===== src/rtl/dtree_pkg.sv =====
`default_nettype none
// ============================================================================
// dtree_pkg : shared types and constants for the dtree result transmitter
// Rev 1.0
// ============================================================================
package dtree_pkg;

  localparam logic [3:0] SYNC_NIBBLE = 4'hA;
  localparam int         FRAME_BYTES = 3;
  localparam int         STAMP_WIDTH = 16;

  typedef enum logic [1:0] {
    IDLE = 2'd0,
    B0   = 2'd1,
    B1   = 2'd2,
    B2   = 2'd3
  } tx_state_t;

  typedef struct packed {
    logic [STAMP_WIDTH-1:0] stamp;
    logic [1:0]             level;
    logic [1:0]             path;
  } result_rec_t;

  localparam int REC_WIDTH = $bits(result_rec_t);

  // Byte presented on the link while the transmitter sits in state st.
  function automatic logic [7:0] frame_byte(input result_rec_t rec, input tx_state_t st);
    logic [7:0] b;
    b = 8'h00;
    case (st)
      B0:      b = {SYNC_NIBBLE, rec.level, rec.path};
      B1:      b = rec.stamp[15:8];
      B2:      b = rec.stamp[7:0];
      default: b = 8'h00;
    endcase
    return b;
  endfunction

endpackage
`default_nettype wire


===== src/rtl/result_fifo.sv =====
`default_nettype none
// ============================================================================
// result_fifo : synchronous FIFO, wrap-bit pointers, async active-low reset
// Rev 1.0
// ============================================================================
module result_fifo #(
  parameter  int WIDTH = 20,
  parameter  int DEPTH = 8,
  localparam int AW    = $clog2(DEPTH)
) (
  input  logic             clk,
  input  logic             rst_n,
  input  logic             push,
  input  logic [WIDTH-1:0] wdata,
  input  logic             pop,
  output logic [WIDTH-1:0] rdata,
  output logic             full,
  output logic             empty,
  output logic [AW:0]      count
);

  logic [WIDTH-1:0] r_mem [DEPTH];
  logic [AW:0]      r_wr_ptr;
  logic [AW:0]      r_rd_ptr;
  logic             w_do_push;
  logic             w_do_pop;

  assign count     = r_wr_ptr - r_rd_ptr;
  assign full      = (count == (AW+1)'(DEPTH));
  assign empty     = (count == '0);
  assign w_do_push = push & ~full;
  assign w_do_pop  = pop & ~empty;
  assign rdata     = r_mem[r_rd_ptr[AW-1:0]];

  always_ff @(posedge clk) begin
    if (w_do_push) begin
      r_mem[r_wr_ptr[AW-1:0]] <= wdata;
    end
  end

  always_ff @(posedge clk or negedge rst_n) begin
    if (!rst_n) begin
      r_wr_ptr <= '0;
      r_rd_ptr <= '0;
    end else begin
      if (w_do_push) r_wr_ptr <= r_wr_ptr + (AW+1)'(1);
      if (w_do_pop)  r_rd_ptr <= r_rd_ptr + (AW+1)'(1);
    end
  end

endmodule
`default_nettype wire


===== src/rtl/dtree_result_tx.sv =====
`default_nettype none
// ============================================================================
// dtree_result_tx : timestamps dtree results, buffers them, sends 3-byte frames
// Rev 1.0
// ============================================================================
module dtree_result_tx
  import dtree_pkg::*;
#(
  parameter int FIFO_DEPTH = 8,
  parameter int DROP_WIDTH = 8
) (
  input  logic                  clk,
  input  logic                  reset,
  input  logic                  sample_strobe,
  input  logic                  in_valid,
  input  logic [1:0]            level,
  input  logic [1:0]            path,
  input  logic                  clear,
  output logic [7:0]            tx_data,
  output logic                  tx_valid,
  input  logic                  tx_ready,
  output logic                  overflow,
  output logic [DROP_WIDTH-1:0] drop_count
);

  localparam int AW = $clog2(FIFO_DEPTH);

  logic [STAMP_WIDTH-1:0] r_stamp;
  logic                   r_overflow;
  logic [DROP_WIDTH-1:0]  r_drop_count;
  tx_state_t              r_state;
  tx_state_t              w_state_nxt;
  result_rec_t            r_frame;
  result_rec_t            w_frame_nxt;
  result_rec_t            w_rec;
  result_rec_t            w_head;
  logic                   r_tx_valid;
  logic [7:0]             r_tx_data;
  logic                   w_full;
  logic                   w_empty;
  logic                   w_push;
  logic                   w_drop;
  logic                   w_pop;
  logic [AW:0]            w_fifo_count_unused;

  assign tx_data    = r_tx_data;
  assign tx_valid   = r_tx_valid;
  assign overflow   = r_overflow;
  assign drop_count = r_drop_count;

  // The record takes the stamp before this cycle's strobe increment lands.
  assign w_rec  = {r_stamp, level, path};
  assign w_push = in_valid & ~w_full;
  assign w_drop = in_valid & w_full;

  result_fifo #(
    .WIDTH (REC_WIDTH),
    .DEPTH (FIFO_DEPTH)
  ) u_fifo (
    .clk   (clk),
    .rst_n (reset),
    .push  (w_push),
    .wdata (w_rec),
    .pop   (w_pop),
    .rdata (w_head),
    .full  (w_full),
    .empty (w_empty),
    .count (w_fifo_count_unused)
  );

  always_ff @(posedge clk or negedge reset) begin
    if (!reset) begin
      r_stamp <= '0;
    end else if (sample_strobe) begin
      r_stamp <= r_stamp + STAMP_WIDTH'(1);
    end
  end

  // A drop in the same cycle as clear restarts the count at one.
  always_ff @(posedge clk or negedge reset) begin
    if (!reset) begin
      r_overflow   <= 1'b0;
      r_drop_count <= '0;
    end else if (w_drop) begin
      r_overflow <= 1'b1;
      if (clear) begin
        r_drop_count <= DROP_WIDTH'(1);
      end else if (!(&r_drop_count)) begin
        r_drop_count <= r_drop_count + DROP_WIDTH'(1);
      end
    end else if (clear) begin
      r_overflow   <= 1'b0;
      r_drop_count <= '0;
    end
  end

  always_comb begin
    w_state_nxt = r_state;
    w_pop       = 1'b0;
    case (r_state)
      IDLE: begin
        if (!w_empty) begin
          w_pop       = 1'b1;
          w_state_nxt = B0;
        end
      end
      B0: if (tx_ready) w_state_nxt = B1;
      B1: if (tx_ready) w_state_nxt = B2;
      B2: begin
        if (tx_ready) begin
          if (!w_empty) begin
            w_pop       = 1'b1;
            w_state_nxt = B0;
          end else begin
            w_state_nxt = IDLE;
          end
        end
      end
      default: w_state_nxt = IDLE;
    endcase
  end

  assign w_frame_nxt = w_pop ? w_head : r_frame;

  // Outputs are precomputed from the next state so they leave a flop directly.
  always_ff @(posedge clk or negedge reset) begin
    if (!reset) begin
      r_state    <= IDLE;
      r_frame    <= '0;
      r_tx_valid <= 1'b0;
      r_tx_data  <= 8'h00;
    end else begin
      r_state    <= w_state_nxt;
      r_frame    <= w_frame_nxt;
      r_tx_valid <= (w_state_nxt != IDLE);
      r_tx_data  <= frame_byte(w_frame_nxt, w_state_nxt);
    end
  end

endmodule
`default_nettype wire


===== config.mk =====
export PLATFORM = sky130hd
export DESIGN_NAME = dtree_result_tx
export DESIGN_NICKNAME = d
export VERILOG_FILES = /design/src/rtl/dtree_pkg.sv /design/src/rtl/result_fifo.sv /design/src/rtl/dtree_result_tx.sv
export SDC_FILE = /design/constraint.sdc
export NUM_CORES = 1
export LEC_CHECK = 0
export CAP_MARGIN = 10
export CORE_MARGIN = 2
export CORE_UTILIZATION = 55
export DETAILED_ROUTE_END_ITERATION = 8
export GPL_ROUTABILITY_DRIVEN = 1
export PLACE_DENSITY_LB_ADDON = 0.3
export SYNTH_ARGS = -nofsm -noshare
export SYNTH_HDL_FRONTEND = slang
export SYNTH_SLANG_ARGS = --single-unit

===== constraint.sdc =====
create_clock -name clk -period 4.3 [get_ports clk]
set_input_delay 0.43 -clock clk [delete_from_list [all_inputs] [get_ports clk]]
set_output_delay 0.43 -clock clk [all_outputs]
set_load 0.1 [all_outputs]

### Word level (Yosys, flattened, before mapping)

Memory sizes are Yosys's and may differ from the RTL's.
Cells that the tools add are included.

| word-level totals | value |
|---|---|
| bits in registers | 64 |
| bits in writable memories | 160 |
| word-level logic and storage cells | 56 |
| memories kept | 1 |

Memory list:

| memory | words | bits a word | rd ports | clocked after Yosys merged registers in | wr ports | RTL line | RTL |
|---|---|---|---|---|---|---|---|
| u_fifo.r_mem | 8 | 20 | 1 | 0 | 1 | result_fifo.sv:22 | `logic [WIDTH-1:0] r_mem [DEPTH];` |

| cells by class | value |
|---|---|
| add/sub/neg operators | 5 |
| equal/unequal tests | 8 |
| muxes and demuxes | 19 |
| bitwise logic cells | 6 |
| reductions and logical operators | 6 |

Operator list:

| operator | count |
|---|---|
| 8-bit 2-to-1 mux | 4 |
| 8-bit one-hot mux with 3 select lines | 1 |
| 20-bit 2-to-1 mux | 1 |
| 16-bit by 1-bit adder with 16-bit output, second input constant | 1 |
| 4-bit by 1-bit adder with 4-bit output, second input constant | 2 |
| 8-bit by 1-bit adder with 8-bit output, second input constant | 1 |
| 2-bit == test, second input constant | 4 |
| 2-bit 2-to-1 mux | 4 |
| 2-bit one-hot mux with 4 select lines | 1 |
| 8-bit AND reduction | 1 |
| 1-bit 2-to-1 mux | 7 |
| 1-bit AND | 4 |
| 2-bit by 1-bit == test with 1-bit output, second input constant | 2 |
| 4-bit == test, second input constant | 1 |
| 4-bit logical NOT | 1 |
| 2-bit nonzero test | 2 |
| 4-bit subtractor | 1 |
| 2-bit logical NOT | 1 |
| 2-bit != test, second input constant | 1 |
| 1-bit NOT | 2 |
| 1-bit one-hot mux with 2 select lines | 1 |
| 2-bit AND reduction | 1 |

### Logic depth before layout (Yosys ltp)

Gate-level depths: netlist of the first run.

| depth | value |
|---|---|
| depth after elaboration | 7 |
| mapped depth | 14 |

### Hierarchy

From an unflattened synthesis of the first run, not the netlist that was laid out.

| unflattened totals | value |
|---|---|
| cell total of the unflattened synthesis | 543 |
| area total of the unflattened synthesis | 9,097.5 µm² |

Modules (own cells, without submodules):

| module | times used | cells each | area each (µm²) |
|---|---|---|---|
| result_fifo | 1 | 338 | 6,601.3 |
| dtree_result_tx | 1 | 205 | 2,496.1 |

### Worst setup path before layout of the first run

No wires, ideal clock.

| path | value |
|---|---|
| path kind | reg2reg |
| from | register u_fifo.r_rd_ptr[1] |
| to | memory u_fifo.r_mem[0][0], enable pin |
| setup time | 0.422 ns |
| arrival | 4.116 ns |
| required time | 3.878 ns |
| setup slack | -0.238 ns |
| cell stages (with the launch flop) | 13 |
| clock period less this slack | 4.538 ns |
| cell sequence | dfrtp_1 > buf_2 > buf_2 > buf_2 > buf_4 > inv_1 > ha_1 > and3b_1 > nor3_1 > nor4_4 > nand2b_1 > or2_2 > nor3_1 |

| on the way | value |
|---|---|
| longest elaborated chain between the ends | 7 |

RTL lines:

| item | RTL line | RTL |
|---|---|---|
| start, declared | result_fifo.sv:24 | `logic [AW:0] r_rd_ptr;` |
| start signal, assigned | result_fifo.sv:47 | `if (w_do_pop) r_rd_ptr <= r_rd_ptr + (AW+1)'(1);` |
| 4-bit subtractor (*) | result_fifo.sv:28 | `assign count = r_wr_ptr - r_rd_ptr;` |
| 4-bit == test (*) | result_fifo.sv:29 | `assign full = (count == (AW+1)'(DEPTH));` |
| 1-bit NOT (*) | result_fifo.sv:31, dtree_result_tx.sv:53 |  |
| 1-bit AND | dtree_result_tx.sv:53 | `assign w_push = in_valid & ~w_full;` |
| 1-bit AND (*) | result_fifo.sv:31 | `assign w_do_push = push & ~full;` |
| 1-bit 2-to-1 mux (*) | result_fifo.sv:36 | `if (w_do_push) begin` |
| 1-bit 2-to-1 mux (implied by the code) (*) | result_fifo.sv:37 | `r_mem[r_wr_ptr[AW-1:0]] <= wdata;` |
| end, declared | result_fifo.sv:22 |  |

Mark *: on every way between the ends. The rest lies on a longest branch, timed or not.

### Worst setup path after layout of the first run

| path | value |
|---|---|
| from | register u_fifo.r_rd_ptr[2] |
| to | memory u_fifo.r_mem[3][19], enable pin |

The elaborated chain is that of the path after synthesis.

==> flow_summary.yaml, run 1 <==
logic_synthesis:
  synth_flop_cell: "edfxtp_1"
  synthArstFlopShare_pct: 28.57
  synth.top_cell.area_share_pct: 52.97
  synth_fp_nets: 549
  synth_edf_count: 160
  synth.top_cells.by_count: "160 x edfxtp_1, 64 x dfrtp_1, 40 x mux4_2"
  synth.most_common_cell: "edfxtp_1"
  synth-seq-cells: 224
  synth-seq-area-share_pct: 70.62
  yosys_warnings: 0
  synth_top_area_cell: "edfxtp_1"
  syn_area_per_cell_sq_um: 17.21
  synth_cells: 527
  post_synth_num_cell_types: 48
  synthesis.area_sq_um: 9071
  synth_top_cells_by_area: "edfxtp_1 53%, dfrtp_1 18%, mux4_2 9.9%, mux2i_1 2.1%, ha_1 1.7%"
die:
  rows: 46
  core_sq_um: 16000
  die_h_um: 132.4
  io_pins: 28
  die-area_sq_um: 17540
  start_util_pct: 56.69
  die_x_um: 132.4
grt:
  grt_overflow: 0
  grt_first_pass_wirelength_mm: 26.67
  grt_pass1_vias: 4880
  grt_use_total_pct: 19.88
  grt_antenna_before_repair: 0
  grt_max_degree: 44
power_and_ir_drop:
  internal_power_w: 0.005032
  p_comb_share_pct: 35.8
  p_sw_share_pct: 35.09
  p_sw_w: 0.002719
  power_frac_seq_pct: 40.9
  p_per_area_nw_per_um2: 750.2
  ir_drop_mv: 0.5676
  leakagePower_nw: 3.802
  clkPwrFrac_pct: 23.4
clock_tree:
  cts_buffers: 22
  clock_latency_ns: 0.51
  cts_tree: "built"
  path_clk_slew_ns: 0.06
  cts_sinks: 224
  htreeDepth: 1
  cts_resized: 0
  root_buffer: "clkbuf_16"
  cts_buffer_depth: 3
sta:
  period_share_pct: 72.18
  fmax_mhz: 322.2
  holdWs_ns: 0.4615
  relSlewSlack_pct: 34.86
  fin_crit_ns: 3.104
  skew_ns: 0.01129
  final_hold_viol_count: 0
  report.final.slew_viol_count: 0
  max_slew.worst_pin.slew_ns: 0.9741
  rsz0062_at_grt: "false"
  setup_viol: 0
  tns_ns: 0
setup_path:
  worst_setup_path_end_kind: "register"
  r2r_start: "u_fifo.r_rd_ptr[2]"
  arrival_ns: 3.30
  critical_path_required_ns: 4.50
  critPathKind: "register to register"
  worstPathMaxFanout: 12
  crit_start: "u_fifo.r_rd_ptr[2]"
  crit_path_start_kind: "register"
route:
  drt.antenna.violating_nets: 0
  avgRoutedWirePerCell_um: 20.58
  drc: 0
  wl_mm: 16.59
  initialDrtViolationCount: 425
  vias: 4629
  via_per_inst: 5.743
  drt_first_pass_iters: 5
cells_and_area:
  num_antenna_cells: 0
  drive_gt1_share_pct: 19.49
  synthToLayoutAreaGrowth_pct: 13.90
  nets: 596
  fin_util_pct: 64.58
status:
  status: "finished, final reports clean"
hold_path:
  hp-class: "register to register"
  min_from: "r_frame[14]"
placement:
  portBuffers: 27
  place_congestion: 0.7553
  hpwl_mm: 10.38
job:
  cap_violations: 0
[stage by stage]
stage	instance area [sq um]	setup slack, ns	instances	power, W
2_1_floorplan	9076	0.05388	527	0.005289
3_3_place_gp	9632	1.296	765	0.005901
3_5_place_dp	9632	1.190	765	0.006006
4_1_cts	10330	1.154	806	0.007831
5_1_grt	10330	1.020	806	0.008169
6_report	10330	1.196	806	0.007751
[path summary, 6_finish.rpt]
path | endpoint | slack, ns | cells past startpoint
setup / recovery | u_fifo.r_mem[3][19] | 1.20 | 8
hold / removal | r_frame[14] | 0.46 | 2
setup reg to reg | u_fifo.r_mem[3][19] | 1.20 | 8
hold reg to reg | r_frame[14] | 0.46 | 2
max in group asynchronous | tx_data[0] | 2.85 | 3
min in group asynchronous | u_fifo.r_rd_ptr[2] | 0.49 | 2
[critical path: stages, from the launching register on]
cell and delay (ns):
dfrtp_1 0.39, inv_2 0.22, ha_1 0.34, and3b_1 0.22, nor3_1 0.33, nor4_4 0.10
nand3b_1 0.31, nor2_2 0.53, buf_4 0.34
[per-layer routing]
metal	GRT usage, %	routed length [um]	part of all wire, %
met1	27.81	7329	44
met2	32.93	8180	49
met3	3.487	852	5.1
met4	5.137	223	1.3
met5	0	0	0
[layout make-up]
cell class | count | area (sq um)
fillers | 1117 | 5668
flip-flops and latches | 224 | 6409
repair buffers | 41 | 372.9
clock inverters | 11 | 93.84
inverters | 22 | 83.83
well taps | 216 | 270.3
multi-input cells | 263 | 2506
clock buffers | 29 | 596.8
[sequential cells by signal, indices dropped and copies added (netlist names)]
| name | cells |
|---|---|
| drop_count | 8 |
| tx_valid | 1 |
| r_state | 2 |
| r_stamp | 16 |
| overflow | 1 |
| u_fifo.r_rd_ptr | 4 |
| tx_data | 8 |
| r_frame | 20 |
| u_fifo.r_wr_ptr | 4 |
| u_fifo.r_mem | 160 |
[power by group through the flow]
stage / registers (W) / logic, W / clock network [W]
floorplan: 0.00343 / 0.00186 / 0
global placement: 0.00317 / 0.00273 / 0
detailed placement: 0.00321 / 0.00280 / 0
CTS: 0.00317 / 0.00281 / 0.00185
global route: 0.00322 / 0.00301 / 0.00194
finish: 0.00317 / 0.00277 / 0.00181
[what timing repair did]
action                    in CTS  in global routing
hold buffers                   1                  0
hold endpoints to repair      25                  0
buffers inserted               0                  0
[kinds of logic (layout without fill, tap and decap cells)]
logic type | count (synthesis) | after routing | share of synthesized area, %
buf+inv | 40 | 103 | 2.220
xor+xnor | 27 | 27 | 2.607
flops | 224 | 224 | 70.62
fa+ha+maj | 12 | 12 | 1.655
mux | 68 | 68 | 13.14
simple gates | 108 | 108 | 6.000
compound gates | 48 | 48 | 3.752
[layout by cell type, fill, tap and decap left out, drive strengths merged, types with 3 or more instances in the layout]
master | Yosys | layout
nor3 | 4 | 4
dfrtp | 64 | 64
or4 | 3 | 3
clkbuf | 3 | 29
nand2b | 7 | 7
and3 | 5 | 5
a21o | 3 | 3
mux2 | 9 | 9
nand2 | 38 | 38
o21ai | 16 | 16
nand4 | 6 | 6
mux2i | 19 | 19
buf | 15 | 14
inv | 21 | 21
clkdlybuf4s50 | 0 | 26
nand3 | 10 | 10
nor2 | 22 | 22
clkinv | 1 | 8
o211ai | 4 | 4
a22o | 5 | 5
nand3b | 3 | 3
ha | 12 | 12
nor2b | 5 | 5
clkinvlp | 0 | 3
mux4 | 40 | 40
edfxtp | 160 | 160
xor2 | 11 | 11
o21a | 6 | 6
xnor2 | 16 | 16
a21oi | 5 | 5
No activity file was read; power rests on OpenSTA's default activity.
==> inputs of run 2 (changes only) <==
clock period = 2.95 ns   (was 4.3 ns; I/O delays follow)
==> flow_summary.yaml, run 2 (synthesis results as in run 1) <==
cells_and_area:
  drive_gt1_share_pct: 24.25
  num_antenna_cells: 0
  mostFrequentLayoutCell: "edfxtp_1"
  n_fill_cell: 1085
  fin_util_pct: 66.53
  fin_area_sq_um: 10650
  nets: 602
  synthToLayoutAreaGrowth_pct: 17.35
  final_cell_mix: "160 x edfxtp_1, 62 x dfrtp_1, 40 x mux4_2"
  largest_register_ffs: 160
  finalNonFillerCells: 814
setup_path:
  crit_family: "simple AND/OR/NAND/NOR gates"
  slowest_delay_ns: 0.55
  arrival_ns: 3.01
  regToRegEndpoint: "u_fifo.r_mem[0][7]"
  r2r_start: "u_fifo.r_wr_ptr[2]"
  critical_path_required_ns: 3.16
  path_buf_inv: 1
  regToRegSetupSlack_ns: 0.15
  crit_slowest_cell: "dfrtp_1"
  crit_chain: "ha_1 -> xnor2_1 -> nor4_4 -> nand2b_4 -> or2_4 -> nor3_4 -> buf_12"
  critPathKind: "register to register"
  crit_path_start_kind: "register"
  worst_setup_path_end_kind: "register"
  reg2reg_depth: 7
  worstPathMaxFanout: 20
route:
  vias: 4766
  initialDrtViolationCount: 416
  drt.antenna.violating_nets: 0
  drc: 0
  wl_mm: 17.54
  drt_first_pass_iters: 5
  via_per_inst: 5.855
  avgRoutedWirePerCell_um: 21.54
die:
  start_util_pct: 56.69
  io_pins: 28
  die_x_um: 132.4
  die-area_sq_um: 17540
  core_sq_um: 16000
  rows: 46
  die_h_um: 132.4
placement:
  place_congestion: 0.7782
  portBuffers: 27
  post-place-cells: 769
  dpl_cell_area_sq_um: 9808
  hpwl_mm: 10.46
grt:
  grt_use_total_pct: 20.84
  grt_max_degree: 44
  grt_overflow: 0
  grt_antenna_before_repair: 0
  grt_pass1_vias: 4906
  grt_first_pass_wirelength_mm: 27.55
sta:
  report.final.slew_viol_count: 0
  max_slew.worst_pin.slew_ns: 0.5743
  holdWs_ns: 0.2574
  period_share_pct: 94.87
  setup_viol: 0
  relSlewSlack_pct: 61.44
  fin_crit_ns: 2.799
  fmax_mhz: 357.3
  rsz0062_at_grt: "false"
  final_hold_viol_count: 0
  skew_ns: 0.02258
clock_tree:
  path_clk_slew_ns: 0.06
  post-cts-setup-buffers: 0
  clock_latency_ns: 0.52
  cts_buffer_depth: 3
  htreeDepth: 1
  cts_tree: "built"
  root_buffer: "clkbuf_16"
  cts_buffers: 24
  cts_sinks: 224
job:
  cap_violations: 0
power_and_ir_drop:
  p_per_area_nw_per_um2: 1127
  ir_drop_mv: 0.7221
  leakagePower_nw: 3.971
  fin_total_pwr_w: 0.01200
status:
  status: "finished, final reports clean"
hold_path:
  hp-class: "input pin to asynchronous set/reset pin"
run 2: cell count changes in the layout (fill, tap and decap cells not counted), moves of 6 or more:
| cell | previous run | this run |
|---|---|---|
| clkbuf_8 | 2 | 8 |
| nor2_2 | 7 | 1 |
| buf_4 | 13 | 25 |
| buf_12 | 0 | 10 |
| nor2_4 | 0 | 6 |
| clkdlybuf4s50_1 | 26 | 8 |
run 2: worst max-delay path by stage:
stage	end	slack [ns]	start	depth (start not counted)
floorplan	u_fifo.r_mem[0][0]	-0.14	u_fifo.r_rd_ptr[1]	12
global placement	u_fifo.r_mem[2][12]	0.31	u_fifo.r_wr_ptr[2]	6
detailed placement	u_fifo.r_mem[2][9]	0.15	u_fifo.r_wr_ptr[2]	6
CTS	u_fifo.r_mem[0][7]	0.12	u_fifo.r_wr_ptr[2]	7
global route	tx_data[1]	0.03	u_fifo.r_wr_ptr[2]	7
finish	u_fifo.r_mem[0][7]	0.15	u_fifo.r_wr_ptr[2]	7
run 2: power by group:
group          switching [W]  internal, W
combinational        0.00261      0.00173
sequential          0.000387      0.00424
clock                0.00116      0.00188
total                0.00415      0.00785
run 2: routing by layer:
metal  part of all wire (%)  global-route usage (%)  vias up
met5                      0                       0        -
met1                     43                   29.24     2452
met2                     48                   33.19      144
li1                       -                       -     2121
met3                    5.0                   3.103       49
met4                    4.0                   8.841        0
run 2: cell type report:
class | instances | area, sq um | area share (%)
Sequential cell | 224 | 6409 | 60.20
Timing Repair Buffer | 45 | 483.0 | 4.537
Multi-Input combinational cell | 263 | 2570 | 24.14
Tap cell | 216 | 270.3 | 2.539
Clock inverter | 5 | 90.09 | 0.8463
Clock buffer | 39 | 737.0 | 6.923
Inverter | 22 | 86.33 | 0.8110
run 2: per-stage QoR:
step	TNS [ns]	worst slack, ns
after floorplan	-4.695	-0.1389
after global placement	0	0.3055
after detailed placement	0	0.1524
after CTS	0	0.1191
after global routing	0	0.03102
final	0	0.1514
run 2: timing repair:
item | in CTS | in global routing
hold buffers | 1 | 0
resized for setup | 0 | 0
hold endpoints to repair | 17 | 0
==> inputs of run 3 (changes only) <==
CAP_MARGIN = not set   (was 10)
==> results of run 3 <==
No change in the layout: final DEF, timing and power equal those of run 2.
